**src/rtl/pipe_arith_pkg.sv**
```systemverilog
// Shared definitions for the pipe_arith datapath.
//   PIPE_LAT : number of register stages between acceptance and result
//   MAX_W    : storage width of the stage payload fields; operands of width
//              W (W <= MAX_W/2) are kept sign/zero-extended to MAX_W
//   s1_t     : stage-1 payload (x1 = a+b, x2 = c-d, d1 = d)
//   s2_t     : stage-2 payload (x3 = x1+x2, d2 = d1)
package pipe_arith_pkg;

  localparam int unsigned PIPE_LAT = 3;
  localparam int unsigned MAX_W    = 32;

  typedef struct packed {
    logic [MAX_W-1:0] x1;
    logic [MAX_W-1:0] x2;
    logic [MAX_W-1:0] d1;
  } s1_t;

  typedef struct packed {
    logic [MAX_W-1:0] x3;
    logic [MAX_W-1:0] d2;
  } s2_t;

  // Reduce v modulo 2^w, then sign- or zero-extend back to MAX_W.
  function automatic logic [MAX_W-1:0] wrap_ext(input logic [MAX_W-1:0] v,
                                                input int unsigned      w,
                                                input bit               sgn);
    logic [MAX_W-1:0] r;
    r = '0;
    for (int unsigned i = 0; i < MAX_W; i++) begin
      if (i < w) r[i] = v[i];
      else       r[i] = sgn & v[w-1];
    end
    return r;
  endfunction

endpackage

```
**src/rtl/pipe_arith_slice.sv**
```systemverilog
// Generic valid/ready register slice: one pipeline stage.
//   clk, rst_n            : clock, asynchronous active-low reset
//   in_valid / in_ready   : upstream handshake; in_ready = empty or draining
//   in_data               : payload captured on a valid advance
//   out_valid / out_ready : downstream handshake
//   out_data              : registered payload
module pipe_arith_slice #(
  parameter type payload_t = logic
) (
  input  logic     clk,
  input  logic     rst_n,
  input  logic     in_valid,
  output logic     in_ready,
  input  payload_t in_data,
  output logic     out_valid,
  input  logic     out_ready,
  output payload_t out_data
);

  logic     valid_q;
  payload_t data_q;

  // Never depends on in_valid, so chained slices form no combinational loop.
  assign in_ready  = !valid_q || out_ready;
  assign out_valid = valid_q;
  assign out_data  = data_q;

  always_ff @(posedge clk or negedge rst_n) begin
    if (!rst_n) begin
      valid_q <= 1'b0;
      data_q  <= '0;
    end else begin
      if (in_ready)             valid_q <= in_valid;
      if (in_valid && in_ready) data_q  <= in_data;
    end
  end

endmodule

```
**src/rtl/pipe_arith.sv**
```systemverilog
// Three-stage pipelined f = ((a+b) + (c-d)) * d with valid/ready flow control.
//   W, SIGNED             : operand width (2..MAX_W/2), 1 = two's complement
//   clk, rst_n            : clock, asynchronous active-low reset
//   in_valid / in_ready   : operand handshake (a, b, c, d)
//   out_valid / out_ready : result handshake (f, 2W bits)
module pipe_arith
  import pipe_arith_pkg::*;
#(
  parameter int unsigned W      = 10,
  parameter bit          SIGNED = 1'b0
) (
  input  logic           clk,
  input  logic           rst_n,
  input  logic           in_valid,
  output logic           in_ready,
  input  logic [W-1:0]   a,
  input  logic [W-1:0]   b,
  input  logic [W-1:0]   c,
  input  logic [W-1:0]   d,
  output logic           out_valid,
  input  logic           out_ready,
  output logic [2*W-1:0] f
);

  logic [MAX_W-1:0] a_e, b_e, c_e, d_e;
  s1_t              s1_in, s1_out;
  s2_t              s2_in, s2_out;
  logic [2*W-1:0]   s3_in;
  logic             s1_valid, s1_ready;
  logic             s2_valid, s2_ready;

  always_comb begin
    a_e = wrap_ext(MAX_W'(a), W, SIGNED);
    b_e = wrap_ext(MAX_W'(b), W, SIGNED);
    c_e = wrap_ext(MAX_W'(c), W, SIGNED);
    d_e = wrap_ext(MAX_W'(d), W, SIGNED);

    s1_in.x1 = wrap_ext(a_e + b_e, W, SIGNED);
    s1_in.x2 = wrap_ext(c_e - d_e, W, SIGNED);
    s1_in.d1 = d_e;

    s2_in.x3 = wrap_ext(s1_out.x1 + s1_out.x2, W, SIGNED);
    s2_in.d2 = s1_out.d1;

    // Both factors are already extended per SIGNED, so the low 2W bits of a
    // plain 2W x 2W product are the correct signed or unsigned result.
    s3_in = (2*W)'(s2_out.x3) * (2*W)'(s2_out.d2);
  end

  pipe_arith_slice #(
    .payload_t (s1_t)
  ) u_s1 (
    .clk       (clk),
    .rst_n     (rst_n),
    .in_valid  (in_valid),
    .in_ready  (in_ready),
    .in_data   (s1_in),
    .out_valid (s1_valid),
    .out_ready (s1_ready),
    .out_data  (s1_out)
  );

  pipe_arith_slice #(
    .payload_t (s2_t)
  ) u_s2 (
    .clk       (clk),
    .rst_n     (rst_n),
    .in_valid  (s1_valid),
    .in_ready  (s1_ready),
    .in_data   (s2_in),
    .out_valid (s2_valid),
    .out_ready (s2_ready),
    .out_data  (s2_out)
  );

  pipe_arith_slice #(
    .payload_t (logic [2*W-1:0])
  ) u_s3 (
    .clk       (clk),
    .rst_n     (rst_n),
    .in_valid  (s2_valid),
    .in_ready  (s2_ready),
    .in_data   (s3_in),
    .out_valid (out_valid),
    .out_ready (out_ready),
    .out_data  (f)
  );

endmodule

```
**config.mk**
```make
export PLATFORM = sky130hd
export DESIGN_NAME = pipe_arith
export DESIGN_NICKNAME = d
export VERILOG_FILES = /design/src/rtl/pipe_arith_pkg.sv /design/src/rtl/pipe_arith_slice.sv /design/src/rtl/pipe_arith.sv
export SDC_FILE = /design/constraint.sdc
export NUM_CORES = 1
export LEC_CHECK = 0
export ABC_AREA = 1
export CORE_MARGIN = 2
export CORE_UTILIZATION = 60
export DETAILED_ROUTE_END_ITERATION = 8
export GPL_TIMING_DRIVEN = 0
export PLACE_DENSITY = 0.79
export SLEW_MARGIN = 10
export SYNTH_ARGS = -nofsm -noshare
export SYNTH_HDL_FRONTEND = slang
export SYNTH_SLANG_ARGS = --single-unit
```
**constraint.sdc**
```tcl
create_clock -name clk -period 6 [get_ports clk]
set_input_delay 0.9 -clock clk [delete_from_list [all_inputs] [get_ports clk]]
set_output_delay 0.9 -clock clk [all_outputs]
set_load 0.02 [all_outputs]
```
* Yosys cells after proc, flatten, opt, wreduce, memory -nomap -nowiden
Cells that the tools add are included.
** Cells by class
- Bitwise gates (word level) :: 0
- Div/mod/pow operators :: 0
- Equality and inequality tests :: 0
- $add $sub $neg :: 3
- Shift-type cells :: 0
- Multiply operators :: 1
- Multiplexer cells :: 0
- Magnitude comparators :: 0
- Reductions and logical operators :: 9
** Operator list (number)
- $add A10 B10 Y10 :: 2
- $mul A10 B10 Y20 :: 1
- $sub A10 B10 Y10 :: 1
- $logic_and A1 B1 Y1 :: 3
- $logic_not A1 Y1 :: 3
- $logic_or A1 B1 Y1 :: 3
** Word-level totals
- Register bits :: 73
- ROM bits :: 0
- Bits of input ports :: 44
- Output and inout bits :: 22
- Latch bits :: 0
- Memories :: 0
- RAM bits :: 0
- Word-level logic and storage cells :: 22

* Logic depth before layout (Yosys ltp)
Gate-level depths: netlist of the first run.
- Word-level depth :: 5
- Depth in mapped cells :: 22
- Gate-level depth less buffers :: 21

* Modules after synthesis
From an unflattened synthesis of the first run, not the netlist that was laid out.
** Unflattened totals
- Cells, all modules :: 1965
- Area, all modules :: 15289.7 µm²
** Modules (own cells, without submodules)
- pipe_arith :: cells an instance 1172, times used 1, area an instance 7998.9 µm², sequential area each 0.0 µm²
- pipe_arith_slice at u_s1 :: cells an instance 420, times used 1, area an instance 3817.4 µm², sequential area each 2427.3 µm²
- pipe_arith_slice at u_s2 :: cells an instance 282, times used 1, area an instance 2600.0 µm², sequential area each 1626.6 µm²
- pipe_arith_slice at u_s3 :: cells an instance 91, times used 1, area an instance 873.3 µm², sequential area each 525.5 µm²

* Worst setup path after synthesis of the first run
Ideal clock, no wire load.
- Kind :: reg2reg
- Start :: reg u_s2.data_q, in the netlist u_s2.out_data[39]
- End :: reg u_s3.data_q, in the netlist u_s3.out_data[14]
- Setup slack :: 1.532 ns
- Arrival time :: 4.351 ns
- Cell stages (with the launch flop) :: 23
- Setup time :: 0.117 ns
- Required time :: 5.883 ns
- Path buffers :: 1
- Period minus slack after synthesis :: 4.468 ns
- Cells stage by stage :: dfrtp_1 clkbuf_1 nand2_1 fa_1 inv_1 fa_1 inv_1 fa_1 inv_1 fa_1 inv_1 fa_1 inv_1 ha_1 nand2_1 nor2_1 nand2_1 nand2_2 nand2_2 nand2_1 nand2_1 nand3_1 nand2_1
** Between the ends
- Word-level cells in the longest chain between the ends :: 1
** Ends and longest elaborated chain
- from (decl) :: line pipe_arith_slice.sv:21 : payload_t data_q;
- from (signal assigned) :: line pipe_arith_slice.sv:34 : if (in_valid && in_ready) data_q <= in_data;
- $mul A10 B10 Y20 :: line pipe_arith.sv:47 : s3_in = (2*W)'(s2_out.x3) * (2*W)'(s2_out.d2);
- to (signal assigned) :: line pipe_arith_slice.sv:34
- to (decl) :: line pipe_arith_slice.sv:21
Every way passes these cells.
A chain may end at the register's enable or synchronous reset.

* Worst setup path in the final report of the first run
- Start :: reg u_s2.data_q, in the netlist u_s2.out_data[2]
- End :: reg u_s3.data_q, in the netlist u_s3.out_data[19]
Same word-level chain as after synthesis.

==> results of run 1 <==
## worst min-delay path, cell delays in order (launching register included)
cell,delay (ps)
dfrtp_1,340
nand2_1,50
nand2_1,40
## sequential cells by signal (all words and copies together), names as in the netlist
name            count
u_s2.out_valid      1
u_s1.out_data      30
u_s3.out_valid      1
u_s3.out_data      20
u_s1.out_valid      1
u_s2.out_data      20
## how the worst max path moves through the flow
stage                                   from                            end  slack, ps  depth (start not counted)
4_1_cts         u_s2.out_data[1]$_DFFE_PN0P_  u_s3.out_data[19]$_DFFE_PN0P_        950                         21
5_1_grt         u_s2.out_data[1]$_DFFE_PN0P_  u_s3.out_data[19]$_DFFE_PN0P_        660                         21
3_5_place_dp    u_s2.out_data[1]$_DFFE_PN0P_  u_s3.out_data[19]$_DFFE_PN0P_        990                         21
3_3_place_gp    u_s2.out_data[1]$_DFFE_PN0P_  u_s3.out_data[11]$_DFFE_PN0P_       1040                         19
6_report        u_s2.out_data[2]$_DFFE_PN0P_  u_s3.out_data[19]$_DFFE_PN0P_        960                         21
2_1_floorplan  u_s2.out_data[39]$_DFFE_PN0P_  u_s3.out_data[14]$_DFFE_PN0P_       1530                         22
## cells by family after synthesis
| kind of cell | synth area share |
|---|---|
| DFF | 0.2406 |
| adders and majority gates | 0.3065 |
| buffers and inverters | 0.1205 |
| xor gates and xnor gates | 0.03115 |
| AOI/OAI and AO/OA | 0.06641 |
| and+or+nand+nor | 0.2348 |
## synthesized netlist by cell type
cell type	n	area (sq um)
a21o_1	2	15.01
a21oi_2	2	17.52
nor2_2	4	25.02
nor2_1	24	90.09
xnor2_1	16	140.1
a31oi_1	4	25.02
nand3b_1	8	60.06
o21bai_2	1	11.26
nor3_2	1	10.01
dfrtp_1	73	1827
o21bai_1	6	45.04
clkbuf_1	20	75.07
nand2_4	1	11.26
buf_2	8	40.04
buf_4	1	7.510
nor3_1	2	10.01
and2_1	1	6.260
a21oi_1	30	150.1
fa_1	65	1301
xor2_1	11	96.34
inv_1	194	728.2
nand4_1	7	43.79
or2_2	1	6.260
o21ai_1	18	90.09
nand3_1	42	210.2
o21ai_0	30	150.1
ha_1	82	1026
nand2_2	10	62.56
nand3_2	2	20.02
buf_6	3	33.78
nand2_1	327	1227
inv_2	8	30.03
## cell type report
type	instances	area [sq um]
buffer	32	156.4
clock buffer	11	242.7
clock inverter	5	62.56
fill	1043	3685
inverter	202	758.2
multi-input combinational	697	4851
sequential	73	1827
tap	172	215.2
timing repair buffer	66	668.1
## per-stage QoR
stage            util  instances  setup slack (ps)  hold WS (ps)  instance area [sq um]
2_1_floorplan       -       1004              1532         442.2                   7592
3_3_place_gp   0.6785       1241              1045         449.5                   8458
3_5_place_dp   0.6799       1242             987.5         455.0                   8476
4_1_cts        0.7044       1258             947.6         471.3                   8781
5_1_grt        0.7044       1258             662.0         500.7                   8781
6_report       0.7044       1258             955.1         468.9                   8781
## metal layers
layer	up-vias	GRT usage
met4	0	0.1087
met1	3068	0.3477
met2	154	0.4953
li1	3219	-
met5	-	0
met3	41	0.05241
==> results by group, run 1 <==
Synthesis
  – Syn Nets: roughly 1,200
  – Syn Std Cell Area: 0.007592 sq mm
  – Synth Warn #: 0
  – Seq/Total Area, Yosys: 0.2406
  – Netlist cell types: 32
  – Syn Inst Count: 1,004
  – #FFs+latches synth: 73
  – Avg Cell Area, Syn: 7.562 sq um

GRT
  – GR Overflow Total: 0
  – Largest net degree at the start of global routing: 41
  – Tot GR Track Use: 0.2828
  – Number of global-route vias before repair: 6,556
  – Global-route wire length before repair: approximately 30,000 microns
  – Antenna violations before repair: 0

Clock tree
  – Root Buffer Master: clkbuf_16
  – Latest clock arrival within the worst-skew pair: between 300 and 400 ps
  – Clock buffer depth: 2
  – CTS resizes: 0
  – Hold Buf Count CTS: 0
  – Clock sink count: 73
  – Total CTS buffers: 9
  – CTS clk-pin slew, worst paths: 60 ps
  – CTS H-Tree Depth: 3
  – TritonCTS clock tree: built
  – Number of post-CTS setup repair buffers: 0

Setup path
  – CP Data Required Time: 6230 ps
  – Largest delay share family, worst path: adder cells
  – RR Endpoint: u_s3.out_data[19]$_DFFE_PN0P_
  – Setup CP Type: reg2reg
  – Endpoint class of the critical path: flip-flop
  – Kind of start point of the critical path: flip-flop
  – CP max-delay cell: fa_1
  – CP arrival: 5280 ps
  – Crit path buf inv count: 6
  – Crit-path cells: clkbuf_1 > nand2_1 > fa_1 > inv_1 > fa_1 > inv_1 > fa_1 > inv_1 > fa_1 > inv_1 > fa_1 > inv_1 > ha_1 > nand2_1 > nand2_1 > a21oi_1 > nand3_2 > nand2_1 > nand3_1 > nand3_1 > nand2_1
  – R2R depth: 21
  – R2R Setup Slk: around 960 ps
  – Crit path max fanout: 10
  – Largest stage delay, worst path: 540 ps
  – Worst R2R Start: u_s2.out_data[2]$_DFFE_PN0P_

Min path
  – Worst Hold Depth: 2
  – Hold Path End: u_s2.out_data[4]$_DFFE_PN0P_
  – Min-delay src: u_s1.out_data[4]$_DFFE_PN0P_
  – Min-delay worst type: reg2reg

Timing
  – Final slew viol count: 0
  – Achievable Freq: 198.2 MHz
  – Setup violators final: 0
  – Worst-Margin Slew: a little under 700 ps
  – Final Cycle Share: 0.8408
  – Clock Skews: 5.733 ps
  – Relative slew slack: 0.5463
  – Fin. Hold Viols: 0
  – Tmin final: 5045 ps
  – TNS Setup: 0 ps
  – RSZ-0062 raised after global routing: false

Finish
  – Most common cell after layout, fill and taps aside: nand2_1
  – Synth-to-layout area growth: 15.66%
  – Antenna diode count: 0
  – Layout cells sized above 1: 0.05433
  – Most frequent cells in the layout: nand2_1, inv_1, ha_1
  – Net count, final: 1,272

Routing
  – Routed wire length: roughly 17,000 microns
  – Met3 WL: 683 microns
  – Initial DRC count: 360
  – Via count: 6,482
  – Met1 wire length: ~7300 microns
  – Post-route ant nets: 0
  – Highest metal layer with signal wires: met4
  – Metal2 WL: 8751 microns
  – Via/cell ratio: approximately 5.2
  – Drt pass-1 iters: 5
  – Wire per inst: around 14 microns
  – Post-route DRC violation count: 0

Floorplanning
  – I/O pins: 66
  – Die Area: 0.01357 sq mm
  – Initial core utilization: 0.6091
  – Die height: 116.5 microns
  – Row count: 41
  – Die Wd: ~120 microns
  – Core area: 0.01247 sq mm

Place
  – GPL Wtd Cong: 0.8879
  – Port Buf Inserts: 65
  – Placed wire-length estimate: 14,220 microns

Flow run
  – Max cap viols: 0

Run status
  – Status: finished clean
Power of run 1 is left out: the tool's default activity adds up to more than one toggle a clock period on the data nets, which glitch-free logic cannot reach.
==> run 2: changes to the inputs <==
==> constraint.sdc (replaced) <==
create_clock -name clk -period 4.7 [get_ports clk]
set_input_delay 0.705 -clock clk [delete_from_list [all_inputs] [get_ports clk]]
set_output_delay 0.705 -clock clk [all_outputs]
set_load 0.02 [all_outputs]
==> results by group, run 2 (synthesized netlist as in run 1, its figures left out) <==
Run status
  – Status: finished clean

Setup path
  – Worst R2R Start: u_s2.out_data[32]$_DFFE_PN0P_
  – RR Endpoint: u_s3.out_data[19]$_DFFE_PN0P_
  – Endpoint class of the critical path: flip-flop
  – CP Data Required Time: 4940 ps (-1290 ps)
  – Largest stage delay, worst path: 650 ps (+110 ps)
  – Kind of start point of the critical path: flip-flop
  – R2R Setup Slk: 160 ps (-790 ps)
  – CP arrival: 4770 ps (-510 ps)
  – Setup CP Type: reg2reg
  – Crit path max fanout: 11 (+1)
  – Crit path buf inv count: 3 (-3)
  – Crit-path cells: nand2_1 > fa_1 > fa_1 > inv_1 > fa_1 > fa_1 > inv_1 > fa_1 > inv_1 > ha_4 > nand2_2 > nor2_2 > nand3_1 > nand3_2 > nand2_2 > nand2_1 > nand2_1 > nand3_1 > nand2_1
  – R2R depth: 19 (-9.5%)
  – CP max-delay cell: dfrtp_1
  – Most used cell, CP: fa_1
  – Largest delay share family, worst path: adder cells

GRT
  – Largest net degree at the start of global routing: 41 (unchanged)
  – Tot GR Track Use: 0.2928 (+0.009981)
  – Antenna violations before repair: 0 (unchanged)
  – GR Overflow Total: 0 (unchanged)
  – Number of global-route vias before repair: 6,577 (+0.32%)
  – Global-route wire length before repair: 30,800 microns (+2.9%)

Clock tree
  – TritonCTS clock tree: built
  – Hold Buf Count CTS: 0 (unchanged)
  – CTS clk-pin slew, worst paths: 60 ps (about the same)
  – Clock sink count: 73 (unchanged)
  – Total CTS buffers: 9 (unchanged)
  – Latest clock arrival within the worst-skew pair: 350 ps (about the same)
  – CTS H-Tree Depth: 3 (unchanged)
  – Clock buffer depth: 2 (unchanged)
  – Root Buffer Master: clkbuf_16

Routing
  – Post-route DRC violation count: 0 (unchanged)
  – Via/cell ratio: 5.208 (+1.1%)
  – Post-route ant nets: 0 (unchanged)
  – Via count: 6,546 (+0.99%)
  – Initial DRC count: 408 (+13%)
  – Wire per inst: 14.32 microns (+4.3%)
  – Drt pass-1 iters: 5 (unchanged)
  – Routed wire length: 17,990 microns (+4.2%)

Timing
  – Achievable Freq: 220.4 MHz (+11%)
  – Worst-Margin Slew: 531.9 ps (-148.7 ps)
  – RSZ-0062 raised after global routing: false
  – Fin. Hold Viols: 0 (unchanged)
  – Clock Skews: 8.970 ps (+3.237 ps)
  – Relative slew slack: 0.6454 (+0.09911)
  – Tmin final: 4538 ps (-507.1 ps)
  – Final Cycle Share: 0.9655 (+0.1247)
  – Final slew viol count: 0 (unchanged)
  – Setup violators final: 0 (unchanged)

Finish
  – Post-route cell area: 0.008935 sq mm (+1.8%)
  – Most frequent cells in the layout: nand2_1, inv_1, ha_1
  – Synth-to-layout area growth: 17.68%
  – Non-Filler Instances: 1,257 (-0.079%)
  – Max reg flops: 30 (unchanged)
  – Layout cells sized above 1: 0.09401 (+0.03968)
  – Most common cell after layout, fill and taps aside: nand2_1
  – Antenna diode count: 0 (unchanged)
  – Net count, final: 1,271 (-0.079%)

Floorplanning
  – I/O pins: 66 (unchanged)
  – Core area: 0.01247 sq mm (unchanged)
  – Die Area: 0.01357 sq mm (unchanged)
  – Die height: 116.5 microns (unchanged)
  – Die Wd: 116.5 microns (unchanged)
  – Row count: 41 (unchanged)
  – Initial core utilization: 0.6091 (unchanged)

Place
  – Port Buf Inserts: 65 (unchanged)
  – Placed Cells: 1,242 (unchanged)
  – DP Area: 0.008476 sq mm (unchanged)
  – GPL Wtd Cong: 0.8879 (unchanged)
  – Placed wire-length estimate: 14,220 microns (unchanged)

Flow run
  – Max cap viols: 0 (unchanged)

Min path
  – Min-delay worst type: in2async
==> run 2: cell types whose count changed in the layout (fill, tap and decap cells not counted), moves of 3 or more <==
cell and delta:
buf_4 +17, clkbuf_1 -19, dfrtp_1 -15, dfrtp_2 +15, ha_1 -4, ha_4 +3
nand2_1 -3, nand2_2 +3
==> run 2: metal layers <==
layer / global-route usage / vias up / wire length (microns)
met3: 0.05501 / 47 / 797
met5: 0 / - / 0
met2: 0.5085 / 164 / 9140
met4: 0.1254 / 0 / 571
met1: 0.3577 / 3121 / 7484
li1: - / 3214 / -
==> run 2: worst max-delay path by stage <==
stage                                        startpoint                            end  slack [ps]  cells past startpoint
after global placement     u_s2.out_data[1]$_DFFE_PN0P_  u_s3.out_data[11]$_DFFE_PN0P_        -260                     19
after floorplan           u_s2.out_data[39]$_DFFE_PN0P_  u_s3.out_data[14]$_DFFE_PN0P_         230                     22
after CTS                  u_s2.out_data[4]$_DFFE_PN0P_  u_s3.out_data[19]$_DFFE_PN0P_           2                     20
after global routing       u_s2.out_data[4]$_DFFE_PN0P_  u_s3.out_data[17]$_DFFE_PN0P_         0.4                     21
final                     u_s2.out_data[32]$_DFFE_PN0P_  u_s3.out_data[19]$_DFFE_PN0P_         160                     19
after detailed placement   u_s2.out_data[1]$_DFFE_PN0P_  u_s3.out_data[19]$_DFFE_PN0P_        -310                     21
==> run 2: through the flow <==
stage / util / hold slack, ps / setup WS, ps / setup TNS, ps
after floorplan: - / 409.4 / 231.8 / 0
after detailed placement: 0.6799 / 455.0 / -312.5 / -2523
after global routing: 0.7168 / 327.1 / 0.3713 / 0
after global placement: 0.6785 / 449.5 / -255.2 / -2009
after CTS: 0.7086 / 303.9 / 1.605 / 0
final: 0.7168 / 293.5 / 162.2 / 0
==> run 2: final cells by class <==
type / instances / area [sq um]
multi-input combinational: 697 / 4910
fill: 1030 / 3531
tap: 172 / 215.2
timing repair buffer: 84 / 815.8
clock buffer: 11 / 242.7
buffer: 13 / 85.08
clock inverter: 5 / 62.56
sequential: 73 / 1846
inverter: 202 / 758.2
==> run 2: repair_timing <==
action	CTS	global route
pin swaps	0	2
resized for setup	14	13
endpoints found under the hold margin	0	0
buffers inserted	12	6
endpoints found under the setup margin	11	11
Power of run 2 is left out for the same reason.
==> run 3: changes to the inputs <==
--- a/config.mk
+++ b/config.mk
@@ -7,10 +7,10 @@
 export LEC_CHECK = 0
 export ABC_AREA = 1
 export CORE_MARGIN = 2
-export CORE_UTILIZATION = 60
+export CORE_UTILIZATION = 64
 export DETAILED_ROUTE_END_ITERATION = 8
 export GPL_TIMING_DRIVEN = 0
-export PLACE_DENSITY = 0.79
+export PLACE_DENSITY = 0.84
 export SLEW_MARGIN = 10
 export SYNTH_ARGS = -nofsm -noshare
 export SYNTH_HDL_FRONTEND = slang
==> constraint.sdc (replaced) <==
create_clock -name clk -period 5.65 [get_ports clk]
set_input_delay 0.8475 -clock clk [delete_from_list [all_inputs] [get_ports clk]]
set_output_delay 0.8475 -clock clk [all_outputs]
set_load 0.02 [all_outputs]
==> results by group, run 3 (synthesized netlist as in run 1, its figures left out) <==
Routing
  – Via/cell ratio: 5.337 (+2.5%)
  – Drt pass-1 iters: 5 (unchanged)
  – Via count: 6,559 (+0.20%)
  – Routed wire length: 17,570 microns (-2.4%)
  – Post-route DRC violation count: 0 (unchanged)
  – Initial DRC count: 336 (-18%)
  – Wire per inst: 14.29 microns (-0.14%)
  – Post-route ant nets: 0 (unchanged)

Place
  – GPL Wtd Cong: 0.9340 (+5.2%)
  – Port Buf Inserts: 65 (unchanged)
  – Placed Cells: 1,213 (-2.3%)
  – Placed wire-length estimate: 14,220 microns (about the same)

Timing
  – Fin. Hold Viols: 0 (unchanged)
  – Tmin final: 5011 ps (+473.3 ps)
  – Relative slew slack: 0.5268 (-0.1186)
  – Clock Skews: 7.162 ps (-1.809 ps)
  – Worst-Margin Slew: 709.8 ps (+177.8 ps)
  – RSZ-0062 raised after global routing: false
  – Min Hold Slack: 311.7 ps (+18.21 ps)
  – Final Cycle Share: 0.8869 (-0.07858)
  – Achievable Freq: 199.6 MHz (-9.4%)
  – Setup violators final: 0 (unchanged)
  – TNS Setup: 0 ps (unchanged)
  – Final slew viol count: 0 (unchanged)

Finish
  – Non-Filler Instances: 1,229 (-2.2%)
  – Most frequent cells in the layout: nand2_1, inv_1, ha_1
  – Max reg flops: 30 (unchanged)
  – Synth-to-layout area growth: 16.18%
  – Layout cells sized above 1: 0.05525 (-0.03876)
  – Antenna diode count: 0 (unchanged)
  – Net count, final: 1,272 (+0.079%)
  – Fin util: 0.7660 (+0.04922)
  – Most common cell after layout, fill and taps aside: nand2_1

Run status
  – Status: finished clean

Clock tree
  – Clock sink count: 73 (unchanged)
  – Clock buffer depth: 2 (unchanged)
  – Number of post-CTS setup repair buffers: 0 (-12)
  – Latest clock arrival within the worst-skew pair: 340 ps (about the same)
  – Root Buffer Master: clkbuf_16
  – CTS H-Tree Depth: 3 (unchanged)
  – CTS resizes: 0 (-14)
  – Hold Buf Count CTS: 0 (unchanged)
  – Total CTS buffers: 9 (unchanged)
  – CTS clk-pin slew, worst paths: 60 ps (about the same)
  – TritonCTS clock tree: built

Setup path
  – CP max-delay cell: fa_1
  – Setup CP Type: reg2reg
  – Endpoint class of the critical path: flip-flop
  – CP Data Required Time: 5870 ps (+930 ps)
  – Crit-path cells: clkbuf_1 > nand2_1 > fa_1 > inv_1 > fa_1 > inv_1 > fa_1 > inv_1 > fa_1 > inv_1 > fa_1 > inv_1 > ha_1 > nand2_1 > nand2_1 > a21oi_1 > nand3_2 > xnor2_1 > o21ai_1
  – Largest stage delay, worst path: 560 ps (-90 ps)
  – CP arrival: 5230 ps (+460 ps)
  – Kind of start point of the critical path: flip-flop
  – Crit path max fanout: 10 (-1)
  – Crit path buf inv count: 6 (+3)
  – Largest delay share family, worst path: adder cells

Floorplanning
  – Row count: 39 (-4.9%)
  – I/O pins: 66 (unchanged)
  – Initial core utilization: 0.6593 (+0.05023)
  – Die Wd: 112.9 microns (-3.1%)
  – Die Area: 0.01275 sq mm (-6.0%)
  – Die height: 112.9 microns (-3.1%)
  – Core area: 0.01152 sq mm (-7.6%)

GRT
  – GR Overflow Total: 0 (unchanged)
  – Tot GR Track Use: 0.2951 (+0.002314)
  – Number of global-route vias before repair: 6,730 (+2.3%)
  – Global-route wire length before repair: 30,240 microns (-1.8%)
  – Antenna violations before repair: 0 (unchanged)
  – Largest net degree at the start of global routing: 69 (+68%)

Min path
  – Min-delay worst type: in2async

Flow run
  – Max cap viols: 0 (unchanged)
-- run 3: cell count changes in the layout (fill, tap and decap cells not counted), sizes merged --
cell and change:
buf -18, clkinvlp -2, clkbuf +17, clkinv +1, bufinv +3
-- run 3: metrics by stage --
step | worst slack, ps | cell area [sq um]
2_1_floorplan | 1182 | 7592
5_1_grt | 383.3 | 8821
3_5_place_dp | 632.2 | 8447
3_3_place_gp | 689.2 | 8422
4_1_cts | 634.5 | 8821
6_report | 638.9 | 8821
-- run 3: worst paths after layout --
path | from | to | slack, ps | depth (start not counted)
worst max-delay path | u_s2.out_data[1]$_DFFE_PN0P_ | u_s3.out_data[11]$_DFFE_PN0P_ | 640 | 19
worst min-delay path | rst_n | u_s1.out_data[4]$_DFFE_PN0P_ | 310 | 1
worst max register to register | u_s2.out_data[1]$_DFFE_PN0P_ | u_s3.out_data[11]$_DFFE_PN0P_ | 640 | 19
worst min register to register | u_s1.out_data[5]$_DFFE_PN0P_ | u_s2.out_data[5]$_DFFE_PN0P_ | 470 | 2
max in group asynchronous | rst_n | u_s2.out_data[38]$_DFFE_PN0P_ | 4810 | 2
min in group clk | u_s1.out_data[5]$_DFFE_PN0P_ | u_s2.out_data[5]$_DFFE_PN0P_ | 470 | 2
-- run 3: metal layers --
metal  vias to the layer above  track usage  share of wire
li1                       3204            -              -
met2                       194       0.5305           0.51
met5                         -            0              0
met1                      3119       0.3576           0.41
met3                        42      0.05356          0.051
met4                         0       0.1033          0.027
-- run 3: layout make-up --
cell class,instances,area [sq um]
multi-input combinational,697,4851
fill,873,2695
sequential,73,1827
inverter,202,758.2
timing repair buffer,66,675.6
clock buffer,9,225.2
tap,143,178.9
buffer,32,156.4
clock inverter,7,148.9
Power of run 3 is left out for the same reason.
